**config.mk**
```make
export PLATFORM = sky130hd
export DESIGN_NAME = memory_access_flat
export DESIGN_NICKNAME = d
export VERILOG_FILES = /design/src/rtl/memory_access_if.sv /design/src/rtl/memory_access.sv /design/src/flat_wrapper.sv
export SDC_FILE = /design/constraint.sdc
export NUM_CORES = 1
export LEC_CHECK = 0
export ABC_CLOCK_PERIOD_IN_PS = 39600
export CORE_UTILIZATION = 45
export DETAILED_ROUTE_END_ITERATION = 7
export PLACE_DENSITY = 0.83
export SLEW_MARGIN = 0
export SYNTH_ARGS = -nofsm -noshare
export SYNTH_HDL_FRONTEND = slang
export SYNTH_SLANG_ARGS = --single-unit
```
**constraint.sdc**
```tcl
create_clock -name clk -period 39.6 [get_ports clk]
set_input_delay 7.92 -clock clk [delete_from_list [all_inputs] [get_ports clk]]
set_output_delay 7.92 -clock clk [all_outputs]
set_load 0.01 [all_outputs]
```
**src/rtl/memory_access_if.sv**
```systemverilog
// Data-memory request/acknowledge bus between the MEM stage (master) and memory (slave).
interface memory_access_if;
  logic        mem_req;
  logic        mem_write;
  logic [31:0] mem_addr;
  logic [31:0] mem_wdata;
  logic [3:0]  mem_wstrb;
  logic        mem_ack;
  logic [31:0] mem_rdata;

  modport master (output mem_req, mem_write, mem_addr, mem_wdata, mem_wstrb,
                  input  mem_ack, mem_rdata);
  modport slave  (input  mem_req, mem_write, mem_addr, mem_wdata, mem_wstrb,
                  output mem_ack, mem_rdata);
endinterface

```
**src/rtl/memory_access.sv**
```systemverilog
// MEM pipeline stage: byte/half/word loads and stores over a req/ack bus,
// misalignment exceptions, and registered results for writeback.
module memory_access #(
  parameter logic [3:0] LOAD_MISALIGN_CAUSE  = 4'd4,
  parameter logic [3:0] STORE_MISALIGN_CAUSE = 4'd6
) (
  input  logic        clk,
  input  logic        reset,
  input  logic [31:0] pc_in,
  input  logic [31:0] next_pc_in,
  input  logic [31:0] alu_data_in,
  input  logic [31:0] rs2_data_in,
  input  logic [31:0] csr_data_in,
  input  logic        branch_taken_in,
  input  logic        load_in,
  input  logic        store_in,
  input  logic [1:0]  load_store_size_in,
  input  logic        load_signed_in,
  input  logic [1:0]  write_select_in,
  input  logic [4:0]  rd_addr_in,
  input  logic [11:0] csr_addr_in,
  input  logic        mret_in,
  input  logic        wfi_in,
  input  logic        valid_in,
  input  logic        exception_in,
  input  logic [3:0]  ecause_in,
  input  logic        stall_in,
  input  logic        invalidate,
  output logic        stall_out,
  output logic [4:0]  data_hazard,
  memory_access_if.master bus,
  output logic [31:0] pc_out,
  output logic [31:0] next_pc_out,
  output logic [31:0] alu_data_out,
  output logic [31:0] csr_data_out,
  output logic [31:0] load_data_out,
  output logic        branch_taken_out,
  output logic        mret_out,
  output logic        wfi_out,
  output logic        valid_out,
  output logic        exception_out,
  output logic [1:0]  write_select_out,
  output logic [4:0]  rd_addr_out,
  output logic [11:0] csr_addr_out,
  output logic [3:0]  ecause_out
);

  typedef enum logic [1:0] {S_IDLE, S_BUSY, S_DONE} state_t;

  function automatic logic f_misaligned(input logic [1:0] off, input logic [1:0] size);
    f_misaligned = (size == 2'd1 && off[0]) || (size[1] && off != 2'd0);
  endfunction

  function automatic logic [31:0] f_wdata(input logic [31:0] rs2, input logic [1:0] size);
    if (size == 2'd0)      f_wdata = {4{rs2[7:0]}};
    else if (size == 2'd1) f_wdata = {2{rs2[15:0]}};
    else                   f_wdata = rs2;
  endfunction

  function automatic logic [3:0] f_wstrb(input logic [1:0] off, input logic [1:0] size);
    if (size == 2'd0)      f_wstrb = 4'b0001 << off;
    else if (size == 2'd1) f_wstrb = 4'b0011 << off;
    else                   f_wstrb = 4'b1111;
  endfunction

  // Byte lane selected by the address offset, then sign- or zero-extended.
  function automatic logic [31:0] f_extend(input logic [31:0] rdata, input logic [1:0] off,
                                           input logic [1:0] size, input logic sgn);
    logic [31:0]        sh;
    logic signed [7:0]  sb;
    logic signed [15:0] shw;
    sh  = rdata >> {off, 3'b000};
    sb  = sh[7:0];
    shw = sh[15:0];
    if (size == 2'd0) begin
      if (sgn) f_extend = 32'(sb);
      else     f_extend = {24'd0, sh[7:0]};
    end else if (size == 2'd1) begin
      if (sgn) f_extend = 32'(shw);
      else     f_extend = {16'd0, sh[15:0]};
    end else begin
      f_extend = sh;
    end
  endfunction

  state_t      r_state, w_state_nxt;
  logic        w_live, w_access, w_mis, w_start, w_capture, w_emit;
  logic [31:0] w_ld_data, w_emit_data;

  logic        r_mem_req, r_mem_write;
  logic [31:0] r_mem_addr, r_mem_wdata;
  logic [3:0]  r_mem_wstrb;

  logic [31:0] r_b_pc, r_b_next_pc, r_b_alu, r_b_csr_data, r_b_ldata;
  logic        r_b_branch, r_b_mret, r_b_wfi, r_b_sgn, r_b_store, r_b_kill;
  logic [1:0]  r_b_ws, r_b_off, r_b_size;
  logic [4:0]  r_b_rd;
  logic [11:0] r_b_csr_addr;
  logic [3:0]  r_b_ecause;

  assign w_live      = valid_in && !exception_in && !invalidate;
  assign w_access    = w_live && (load_in || store_in);
  assign w_mis       = f_misaligned(alu_data_in[1:0], load_store_size_in);
  assign w_ld_data   = r_b_store ? 32'd0 : f_extend(bus.mem_rdata, r_b_off, r_b_size, r_b_sgn);
  assign w_emit_data = (r_state == S_BUSY) ? w_ld_data : r_b_ldata;
  assign data_hazard = (valid_in && !exception_in) ? rd_addr_in : 5'd0;

  assign bus.mem_req   = r_mem_req;
  assign bus.mem_write = r_mem_write;
  assign bus.mem_addr  = r_mem_addr;
  assign bus.mem_wdata = r_mem_wdata;
  assign bus.mem_wstrb = r_mem_wstrb;

  always_ff @(posedge clk or posedge reset) begin
    if (reset) r_state <= S_IDLE;
    else       r_state <= w_state_nxt;
  end

  always_comb begin
    w_state_nxt = r_state;
    w_start     = 1'b0;
    w_capture   = 1'b0;
    w_emit      = 1'b0;
    stall_out   = 1'b0;
    case (r_state)
      S_IDLE: begin
        if (!stall_in && w_access && !w_mis) begin
          w_start     = 1'b1;
          stall_out   = 1'b1;
          w_state_nxt = S_BUSY;
        end
      end
      S_BUSY: begin
        stall_out = !bus.mem_ack;
        if (bus.mem_ack) begin
          if (stall_in) begin
            w_capture   = 1'b1;
            w_state_nxt = S_DONE;
          end else begin
            w_emit      = 1'b1;
            w_state_nxt = S_IDLE;
          end
        end
      end
      S_DONE: begin
        stall_out = 1'b1;
        if (!stall_in) begin
          w_emit      = 1'b1;
          w_state_nxt = S_IDLE;
        end
      end
      default: w_state_nxt = S_IDLE;
    endcase
  end

  always_ff @(posedge clk or posedge reset) begin
    if (reset) begin
      r_mem_req <= 1'b0;  r_mem_write <= 1'b0;  r_mem_addr <= '0;
      r_mem_wdata <= '0;  r_mem_wstrb <= '0;
      r_b_pc <= '0;  r_b_next_pc <= '0;  r_b_alu <= '0;  r_b_csr_data <= '0;  r_b_ldata <= '0;
      r_b_branch <= 1'b0;  r_b_mret <= 1'b0;  r_b_wfi <= 1'b0;  r_b_sgn <= 1'b0;
      r_b_store <= 1'b0;  r_b_kill <= 1'b0;  r_b_ws <= '0;  r_b_off <= '0;  r_b_size <= '0;
      r_b_rd <= '0;  r_b_csr_addr <= '0;  r_b_ecause <= '0;
      pc_out <= '0;  next_pc_out <= '0;  alu_data_out <= '0;  csr_data_out <= '0;
      load_data_out <= '0;  branch_taken_out <= 1'b0;  mret_out <= 1'b0;  wfi_out <= 1'b0;
      valid_out <= 1'b0;  exception_out <= 1'b0;  write_select_out <= '0;
      rd_addr_out <= '0;  csr_addr_out <= '0;  ecause_out <= '0;
    end else begin
      if (w_start) begin
        r_mem_req    <= 1'b1;
        r_mem_write  <= store_in;
        r_mem_addr   <= {alu_data_in[31:2], 2'b00};
        r_mem_wdata  <= f_wdata(rs2_data_in, load_store_size_in);
        r_mem_wstrb  <= f_wstrb(alu_data_in[1:0], load_store_size_in);
        r_b_pc       <= pc_in;           r_b_next_pc  <= next_pc_in;
        r_b_alu      <= alu_data_in;     r_b_csr_data <= csr_data_in;
        r_b_branch   <= branch_taken_in; r_b_mret     <= mret_in;
        r_b_wfi      <= wfi_in;          r_b_ws       <= write_select_in;
        r_b_rd       <= rd_addr_in;      r_b_csr_addr <= csr_addr_in;
        r_b_ecause   <= ecause_in;       r_b_off      <= alu_data_in[1:0];
        r_b_size     <= load_store_size_in;
        r_b_sgn      <= load_signed_in;  r_b_store    <= store_in;
        r_b_kill     <= 1'b0;
        // Bubble downstream while the bus transaction is in flight.
        valid_out    <= 1'b0;
      end else if (r_state == S_IDLE && !stall_in) begin
        pc_out           <= pc_in;           next_pc_out  <= next_pc_in;
        alu_data_out     <= alu_data_in;     csr_data_out <= csr_data_in;
        branch_taken_out <= branch_taken_in; mret_out     <= mret_in;
        wfi_out          <= wfi_in;          write_select_out <= write_select_in;
        rd_addr_out      <= rd_addr_in;      csr_addr_out <= csr_addr_in;
        load_data_out    <= 32'd0;
        if (w_access) begin
          valid_out     <= 1'b1;
          exception_out <= 1'b1;
          ecause_out    <= store_in ? STORE_MISALIGN_CAUSE : LOAD_MISALIGN_CAUSE;
        end else begin
          valid_out     <= valid_in && !invalidate;
          exception_out <= exception_in;
          ecause_out    <= ecause_in;
        end
      end
      if (r_state == S_BUSY && bus.mem_ack) r_mem_req <= 1'b0;
      if (w_capture) r_b_ldata <= w_ld_data;
      if (r_state != S_IDLE && invalidate) r_b_kill <= 1'b1;
      if (w_emit) begin
        pc_out           <= r_b_pc;       next_pc_out  <= r_b_next_pc;
        alu_data_out     <= r_b_alu;      csr_data_out <= r_b_csr_data;
        branch_taken_out <= r_b_branch;   mret_out     <= r_b_mret;
        wfi_out          <= r_b_wfi;      write_select_out <= r_b_ws;
        rd_addr_out      <= r_b_rd;       csr_addr_out <= r_b_csr_addr;
        ecause_out       <= r_b_ecause;   exception_out <= 1'b0;
        load_data_out    <= w_emit_data;
        valid_out        <= !(r_b_kill || invalidate);
      end
    end
  end

endmodule

```
**src/flat_wrapper.sv**
```systemverilog
// flat-port wrapper written by rule: the top's interface ports become plain ports
module memory_access_flat 
#(
  parameter logic [3:0] LOAD_MISALIGN_CAUSE  = 4'd4,
  parameter logic [3:0] STORE_MISALIGN_CAUSE = 4'd6
)
  (clk, reset, pc_in, next_pc_in, alu_data_in, rs2_data_in, csr_data_in, branch_taken_in, load_in, store_in, load_store_size_in, load_signed_in, write_select_in, rd_addr_in, csr_addr_in, mret_in, wfi_in, valid_in, exception_in, ecause_in, stall_in, invalidate, stall_out, data_hazard, pc_out, next_pc_out, alu_data_out, csr_data_out, load_data_out, branch_taken_out, mret_out, wfi_out, valid_out, exception_out, write_select_out, rd_addr_out, csr_addr_out, ecause_out, bus_mem_req, bus_mem_write, bus_mem_addr, bus_mem_wdata, bus_mem_wstrb, bus_mem_ack, bus_mem_rdata);
  memory_access_if bus_i ();
  input  logic clk;
  input  logic reset;
  input  logic [31:0] pc_in;
  input  logic [31:0] next_pc_in;
  input  logic [31:0] alu_data_in;
  input  logic [31:0] rs2_data_in;
  input  logic [31:0] csr_data_in;
  input  logic branch_taken_in;
  input  logic load_in;
  input  logic store_in;
  input  logic [1:0] load_store_size_in;
  input  logic load_signed_in;
  input  logic [1:0] write_select_in;
  input  logic [4:0] rd_addr_in;
  input  logic [11:0] csr_addr_in;
  input  logic mret_in;
  input  logic wfi_in;
  input  logic valid_in;
  input  logic exception_in;
  input  logic [3:0] ecause_in;
  input  logic stall_in;
  input  logic invalidate;
  output logic stall_out;
  output logic [4:0] data_hazard;
  output logic [31:0] pc_out;
  output logic [31:0] next_pc_out;
  output logic [31:0] alu_data_out;
  output logic [31:0] csr_data_out;
  output logic [31:0] load_data_out;
  output logic branch_taken_out;
  output logic mret_out;
  output logic wfi_out;
  output logic valid_out;
  output logic exception_out;
  output logic [1:0] write_select_out;
  output logic [4:0] rd_addr_out;
  output logic [11:0] csr_addr_out;
  output logic [3:0] ecause_out;
  output wire logic [$bits(bus_i.mem_req)-1:0] bus_mem_req;
  output wire logic [$bits(bus_i.mem_write)-1:0] bus_mem_write;
  output wire logic [$bits(bus_i.mem_addr)-1:0] bus_mem_addr;
  output wire logic [$bits(bus_i.mem_wdata)-1:0] bus_mem_wdata;
  output wire logic [$bits(bus_i.mem_wstrb)-1:0] bus_mem_wstrb;
  input wire logic [$bits(bus_i.mem_ack)-1:0] bus_mem_ack;
  input wire logic [$bits(bus_i.mem_rdata)-1:0] bus_mem_rdata;
  assign bus_mem_req = bus_i.mem_req;
  assign bus_mem_write = bus_i.mem_write;
  assign bus_mem_addr = bus_i.mem_addr;
  assign bus_mem_wdata = bus_i.mem_wdata;
  assign bus_mem_wstrb = bus_i.mem_wstrb;
  assign bus_i.mem_ack = bus_mem_ack;
  assign bus_i.mem_rdata = bus_mem_rdata;
  memory_access #(.LOAD_MISALIGN_CAUSE(LOAD_MISALIGN_CAUSE), .STORE_MISALIGN_CAUSE(STORE_MISALIGN_CAUSE)) u_core (.clk(clk), .reset(reset), .pc_in(pc_in), .next_pc_in(next_pc_in), .alu_data_in(alu_data_in), .rs2_data_in(rs2_data_in), .csr_data_in(csr_data_in), .branch_taken_in(branch_taken_in), .load_in(load_in), .store_in(store_in), .load_store_size_in(load_store_size_in), .load_signed_in(load_signed_in), .write_select_in(write_select_in), .rd_addr_in(rd_addr_in), .csr_addr_in(csr_addr_in), .mret_in(mret_in), .wfi_in(wfi_in), .valid_in(valid_in), .exception_in(exception_in), .ecause_in(ecause_in), .stall_in(stall_in), .invalidate(invalidate), .stall_out(stall_out), .data_hazard(data_hazard), .bus(bus_i), .pc_out(pc_out), .next_pc_out(next_pc_out), .alu_data_out(alu_data_out), .csr_data_out(csr_data_out), .load_data_out(load_data_out), .branch_taken_out(branch_taken_out), .mret_out(mret_out), .wfi_out(wfi_out), .valid_out(valid_out), .exception_out(exception_out), .write_select_out(write_select_out), .rd_addr_out(rd_addr_out), .csr_addr_out(csr_addr_out), .ecause_out(ecause_out));
endmodule
```
==> Word level (Yosys, flattened, before mapping) <==
Cells that the tools add are included.
{ "op_classes": {"addsub": 0, "n_mul": 0, "div": 0, "magnitude_cmp": 0, "n_eq_ne": 8, "shifts": 3, "n_mux": 75, "n_bitwise": 0, "reduce_logical": 31} }
{ "ops": {"columns": ["operator", "count"], "rows": [
  ["$mux 32", 23],
  ["$mux 12", 3],
  ["$shr 32x5->32", 1],
  ["$mux 1", 28],
  ["$mux 4", 6],
  ["$mux 5", 4],
  ["$mux 2", 8],
  ["$logic_and 1x1->1", 11],
  ["$reduce_bool 2->1", 5],
  ["$eq 2x1->1 const B", 3],
  ["$logic_not 1->1", 6],
  ["$logic_not 2->1", 3],
  ["$ne 2x2->1 const B", 3],
  ["$pmux 2 s3", 1],
  ["$shl 1x2->4 const A", 1],
  ["$shl 2x2->4 const A", 1],
  ["$logic_or 1x1->1", 3],
  ["$pmux 1 s3", 1],
  ["$reduce_and 3->1", 1],
  ["$reduce_bool 3->1", 1],
  ["$eq 2x2->1 const B", 1],
  ["$ne 2x1->1 const B", 1],
  ["$pmux 1 s2", 1],
  ["$reduce_and 2->1", 1]
]} }
{ "word_totals": {"reg_bits": 450, "latchBits": 0, "ramBits": 0, "rom_bits": 0, "out_inout_bits": 264, "memories": 0} }

==> Depth between registers and ports, before layout <==
Gate-level depths: netlist of run 1.
{ "logic_depth": {"word_depth": 10, "depth_mapped": 11, "depth_no_buf": 7} }

==> Least setup slack after synthesis of run 1 <==
Ideal clock, no wire load.
{ "synth_timing": {"kind": "input to output", "from": "in alu_data_in[0]", "to": "out stall_out", "arrival_ns": 9.312, "t_required_ns": 31.680, "path_slack_ns": 22.368, "stages": 10, "n_path_buf": 4, "cell_sequence": "inv_1 ha_1 nand2b_1 and3_1 nand3_1 buf_4 buf_6 buf_6 buf_6 a21oi_1"} }
{ "synth_via": {"elab_chain_len": 7} }
{ "synth_rtl": {"columns": ["element", "line_no", "text"], "rows": [
  ["start: declaration", "flat_wrapper.sv:13", "input logic [31:0] alu_data_in;"],
  ["$reduce_bool 2->1", "memory_access.sv:51", "f_misaligned = (size == 2'd1 && off[0]) || (size[1] && off != 2'd0);"],
  ["$logic_and 1x1->1", "memory_access.sv:51", null],
  ["$logic_or 1x1->1 *", "memory_access.sv:51", null],
  ["$logic_not 1->1 *", "memory_access.sv:127", "if (!stall_in && w_access && !w_mis) begin"],
  ["$logic_and 1x1->1 *", "memory_access.sv:127", null],
  ["$mux 1 *", "memory_access.sv:127", null],
  ["$pmux 1 s3 *", "memory_access.sv:125", "case (r_state)"],
  ["end: declaration", "flat_wrapper.sv:31", "output logic stall_out;"]
]} }
Mark *: on every way between the ends. The rest lies on a longest branch, timed or not.

==> Final worst setup path of run 1 <==
{ "layout_timing": {"from": "in load_store_size_in[0]", "to": "out stall_out"} }
{ "layout_via": {"elab_chain_len": 7} }
{ "layout_rtl": {"columns": ["element", "line_no", "text"], "rows": [
  ["start: declaration", "flat_wrapper.sv:19", "input logic [1:0] load_store_size_in;"],
  ["$eq 2x1->1", "memory_access.sv:51", null],
  ["$logic_and 1x1->1", "memory_access.sv:51", null],
  ["$logic_or 1x1->1", "memory_access.sv:51", null],
  ["$logic_not 1->1", "memory_access.sv:127", null],
  ["$logic_and 1x1->1", "memory_access.sv:127", null],
  ["$mux 1", "memory_access.sv:127", null],
  ["$pmux 1 s3", "memory_access.sv:125", null]
]} }
Every way passes these cells.

==> results of run 1 <==
[logic make-up after synthesis]
group           Yosys count  share of synthesized area [%]
compound gates          391                           12.8
mux                     208                           12.5
xor+xnor                  1                         0.0471
buf+inv                 169                           5.63
flops                   418                           56.2
fa+ha+maj                 8                          0.538
simple gates            573                           12.3
other cells               1                         0.0201
[layout make-up]
type	instances	area [um2]	area share [%]
sequential	418	10500	42.0
timing repair buffer	509	5060	20.3
clock inverter	11	133	0.532
multi-input combinational	1183	7170	28.8
clock buffer	69	1390	5.56
antenna	1	2.50	0.0100
tap	532	666	2.67
inverter	9	41.3	0.166
[cell usage after synthesis, drive strengths merged (2+ instances only)]
library cell	instances
nand2b	4
ha	8
nor2	184
nor3b	4
mux2i	36
o221ai	8
a21oi	123
a221oi	3
mux2	172
a22oi	9
nand3	2
buf	116
a21boi	2
dfrtp	418
nand2	352
clkbuf	44
o31ai	3
a31oi	104
o21ai	68
a211oi	17
nor3	2
nor2b	13
inv	8
or3b	2
a21o	16
o41ai	8
o211ai	16
a211o	7
and2	5
[through the flow]
step           worst slack (ns)  hold slack (ns)  cells
4_1_cts                   21.45            0.474   2731
2_1_floorplan             20.05            0.444   1770
6_report                  21.41            0.469   2732
3_5_place_dp              21.50            0.461   2651
3_3_place_gp              21.52            0.456   2651
5_1_grt                   21.32            0.490   2732
[sequential cells by signal, summed over array words and instances, names as in the netlist, 32 cells and up]
name                  count
u_core.r_b_pc            32
u_core.csr_data_out      32
u_core.bus.mem_wdata     32
u_core.pc_out            32
u_core.load_data_out     32
u_core.r_b_alu           32
u_core.r_b_next_pc       32
u_core.alu_data_out      32
u_core.r_b_ldata         32
u_core.r_b_csr_data      32
u_core.next_pc_out       32
[worst paths after layout]
path                                  startpoint                       end  slack (ns)  cells past startpoint
max in group asynchronous                  reset  u_core.bus.mem_wdata[14]       29.30                      4
setup reg to reg               u_core.r_state[1]   u_core.csr_data_out[18]       35.31                      9
hold / removal               u_core.r_b_ldata[9]       u_core.r_b_ldata[9]        0.47                      2
setup / recovery           load_store_size_in[0]                 stall_out       21.41                      6
min in group asynchronous                  reset          u_core.r_b_rd[3]        7.89                      2
hold reg to reg              u_core.r_b_ldata[9]       u_core.r_b_ldata[9]        0.47                      2
[worst reg2reg max path, cell delays in order, from the launching register on]
cell and delay (ns):
dfrtp_1 0.42, inv_1 0.13, ha_1 0.82, a21oi_1 0.28
nor3b_4 0.32, a31o_4 0.16, buf_4 0.70, buf_4 0.91
nor2_1 0.23, a31oi_1 0.23
[power groups by stage]
stage	Combinational (uW)	Clock [uW]	Sequential (uW)
floorplan	269	0	744
global placement	597	0	710
detailed placement	613	0	724
CTS	619	438	720
global route	664	453	742
finish	617	429	722
[per-layer routing]
metal / routed length, um / global-route usage (%) / vias to the layer above
met5: 11 / 0 / -
met4: 2920 / 13.3 / 2
met3: 5060 / 8.24 / 176
met2: 27200 / 43.0 / 701
met1: 20800 / 29.8 / 7625
li1: - / - / 6856
==> metrics.cfg, run 1 <==
[place]
dp_hpwl_um=36800
dpl_cell_area_mm2=0.0234
io_buffers=491
place_congestion=0.927

[power]
clkPwrFrac_pct=24.3
power_density_mw_per_mm2=71.0
seq_power_share_pct=40.8
internal_power_uw=1200
power_frac_comb_pct=34.9
swShare_pct=32.0
finalPower_uw=1770
peakVddDrop_v=0.0000418
leakage_uw=0.0110
p_switching_uw=566

[timing]
max_slew_margin_pct=8.36
final.setup.tns_ns=0
period_share_pct=45.9
hold_viol=0
setup_violations=0
period_needed_ns=18.19
skew_ns=0.0122
fmax_ghz=0.0550
slew_viol_final=0
worst_slew_pin_slew_ns=1.37
rsz0062_at_grt=no

[layout]
layout_commonest_cell=clkdlybuf4s50_1
utilization_pct=61.0
finalInstanceArea_mm2=0.0249
layout_common_cells=clkdlybuf4s50_1, dfrtp_1, nand2_1
nNetsFinal=2403
fill_cells=3107
drive_gt1_share_pct=12.7
syn2layout_area_growth_pct=33.9

[logic_synthesis]
yosysUniqueCellTypes=55
synth_area_mm2=0.0186
synthTopCellsByArea=dfrtp_1, mux2_2, nand2_1
async_flop_share_pct=100
synth-main-ff-cell=dfrtp_1
synth_top_area_share_pct=56.2
synth_largest_area_cell=dfrtp_1
synth_cells=1769
yosysWarnings=0
synth-edff-count=0
syn_area_per_cell_um2=10.5
synth-seq-cells=418
seq_area_frac_synth_pct=56.2

[clocking]
cts_buffers=44
cts_hold_buffers=0
h-tree-depth=2
clock-sinks=418
insertion_delay_ns=0.56
clk_path_buf_depth=3
cts_tree=built
post-cts-setup-buffer-count=0
cts_root_buf=clkbuf_16
cts_resized=0
clkTransAtPathRegs_ns=0.06

[worst_setup_path]
cp.arrival_ns=10.27
endpoint_kind=output port
critPathRequiredTime_ns=31.68
critical_path.most_common_cell=clkdlybuf4s50_1
cp_num_buf_inv=2
max_stage_delay_ns=0.82
crit_slowest_cell=clkdlybuf4s50_1
crit_chain=clkdlybuf4s50_1 > nand3b_1 > and3_1 > nand3_4 > a21oi_1 > clkdlybuf4s50_1
cp_max_fo=17
worstSetupPathType=input port to output port
cp_top_family=buffers and inverters
critPathLaunchType=input port

[floorplan]
dieArea_mm2=0.0422
core_area_mm2=0.0408
fp-row-count=74
io-pin-count=494
initial_core_util_pct=45.6
fp.dieW_um=205
die-height_um=205

[detailed_routing]
vias_per_cell=5.62
drt_iter0_drc=1109
vias=15400
wl_per_cell_um=20.5
drc_errors=0
antenna_left=0
routed_wl_um=56000
drtPass1Iterations=5

[status]
status=finished, final reports clean

[worst_hold_path]
hold_class=flip-flop to flip-flop

[run]
drv_cap=0

[global_routing]
grt_max_degree=175
grt_pass1_vias=15500
grt_pass1_wl_um=85200
grt_overflow=0
track_usage_pct=25.9
grt_antenna_before_repair=2

Note: power is estimated with default switching activity, not from simulation.
==> run 2, diff against run 1 <==
ABC_CLOCK_PERIOD_IN_PS = 17100   (was 39600)
clock period = 17.1 ns   (was 39.6 ns; I/O delays follow)
==> run 2 against run 1 <==
Combinational power grew 130%. Non-clock buffer count grew 2. Power increased by 130%. Routed wire length down 1.7%. Register-to-register slack got worse by 23 ns. Worst hold slack improved by 0.0075 ns. Utilization is 0.080 points lower. First-iteration DRC count rose by 2.6%. Sequential power rose by 130%. Setup slack worse by 13 ns. Largest cell class unchanged.
==> metrics.cfg, run 2 (same netlist as run 1, synthesis figures left out) <==
[power]
power_density_mw_per_mm2=163
seq_power_share_pct=41.1
internal_power_uw=2760
peakVddDrop_v=0.000101
swShare_pct=32.2
clkPwrFrac_pct=23.9
p_switching_uw=1310
power_frac_comb_pct=35.0
leakage_uw=0.0109

[detailed_routing]
vias=15200
drc_errors=0
drt_iter0_drc=1138
vias_per_cell=5.55
wl_per_cell_um=20.1
antenna_left=0
wl_met2_um=26500
drtPass1Iterations=7
top_layer=met5
routed_wl_um=55100
drt-met1-wl_um=20500
wl_met3_um=5320

[worst_setup_path]
cp.arrival_ns=5.64
timing.rr.start=u_core.r_state[1]
endpoint_kind=output port
critical_path.most_common_cell=clkdlybuf4s50_1
worstSetupPathType=input port to output port
crit_start=alu_data_in[0]
cp_max_fo=5
cp_num_buf_inv=3
critPathLaunchType=input port
critPathRequiredTime_ns=13.68
crit_slowest_cell=clkdlybuf4s50_1
max_stage_delay_ns=0.58
crit_chain=clkdlybuf4s50_1 > inv_1 > ha_1 > nand2b_1 > and3_1 > nand3_4 > a21oi_1 > clkdlybuf4s50_1
cp_top_family=buffers and inverters

[clocking]
cts_buffers=44
insertion_delay_ns=0.57
clkTransAtPathRegs_ns=0.06
cts_hold_buffers=0
h-tree-depth=2
post-cts-setup-buffer-count=0
clock-sinks=418
cts_tree=built
clk_path_buf_depth=3
cts_resized=0
cts_root_buf=clkbuf_16

[global_routing]
track_usage_pct=25.6
grt_pass1_vias=15500
grt_antenna_before_repair=4
grt_pass1_wl_um=84200
grt_overflow=0
grt_max_degree=176

[place]
dp_hpwl_um=37000
dp.cells=2653
io_buffers=491
place_congestion=0.931

[timing]
setup_violations=0
rsz0062_at_grt=no
final.setup.tns_ns=0
max_slew_margin_pct=15.2
period_share_pct=53.0
skew_ns=0.0110
period_needed_ns=9.06
slew_viol_final=0
fmax_ghz=0.110
worst_slew_pin_slew_ns=1.26
hold_viol=0

[floorplan]
fp-row-count=74
die-height_um=205
core_area_mm2=0.0408
dieArea_mm2=0.0422
fp.dieW_um=205
initial_core_util_pct=45.6
io-pin-count=494

[layout]
drive_gt1_share_pct=12.6
fill_cells=3131
nNetsFinal=2405
syn2layout_area_growth_pct=33.7
multi_input_area_mm2=0.00717
final_cells=2736
layout_common_cells=clkdlybuf4s50_1, dfrtp_1, nand2_1
final-seq-area_mm2=0.0105
layout_commonest_cell=clkdlybuf4s50_1

[worst_hold_path]
hp-start=u_core.load_data_out[17]
hold_class=flip-flop to flip-flop

[run]
drv_cap=0

[status]
status=finished, final reports clean

[run 2: per-stage QoR]
stage / setup slack (ns) / util (%) / total power (uW) / hold slack [ns] / cell area (um2)
floorplan: 2.05 / - / 2340 / 0.444 / 18600
global placement: 8.11 / 57.4 / 3030 / 0.457 / 23400
detailed placement: 8.08 / 57.4 / 3100 / 0.463 / 23400
CTS: 8.05 / 60.9 / 4090 / 0.479 / 24900
global route: 7.96 / 60.9 / 4280 / 0.500 / 24900
finish: 8.04 / 61.0 / 4070 / 0.477 / 24900
[run 2: power by group through the flow]
stage	registers (uW)	clock network, uW	logic [uW]
floorplan	1720	0	623
global placement	1650	0	1380
detailed placement	1680	0	1420
CTS	1670	989	1430
global route	1720	1030	1530
finish	1670	972	1420
[run 2: layer usage]
metal  vias up  track usage, %
li1       6881               -
met1      7429            29.5
met2       712            41.9
met3       160            8.92
met4         2            13.3
met5         -               0
[run 2: cell type report]
type | count | area share [%]
flip-flops and latches | 418 | 42.0
clock inverters | 13 | 0.643
diodes | 5 | 0.0503
repair buffers | 511 | 20.4
clock buffers | 65 | 5.23
inverters | 9 | 0.166
well taps | 532 | 2.67
multi-input cells | 1183 | 28.8
[run 2: path summary, 6_finish.rpt]
path,end,slack (ns),cells past startpoint
hold reg to reg,u_core.load_data_out[17],0.48,1
setup reg to reg,u_core.alu_data_out[5],12.72,9
setup / recovery,stall_out,8.04,8
min in group asynchronous,u_core.r_b_csr_addr[1],3.46,2
hold / removal,u_core.load_data_out[17],0.48,1
max in group asynchronous,u_core.r_b_next_pc[7],11.23,4
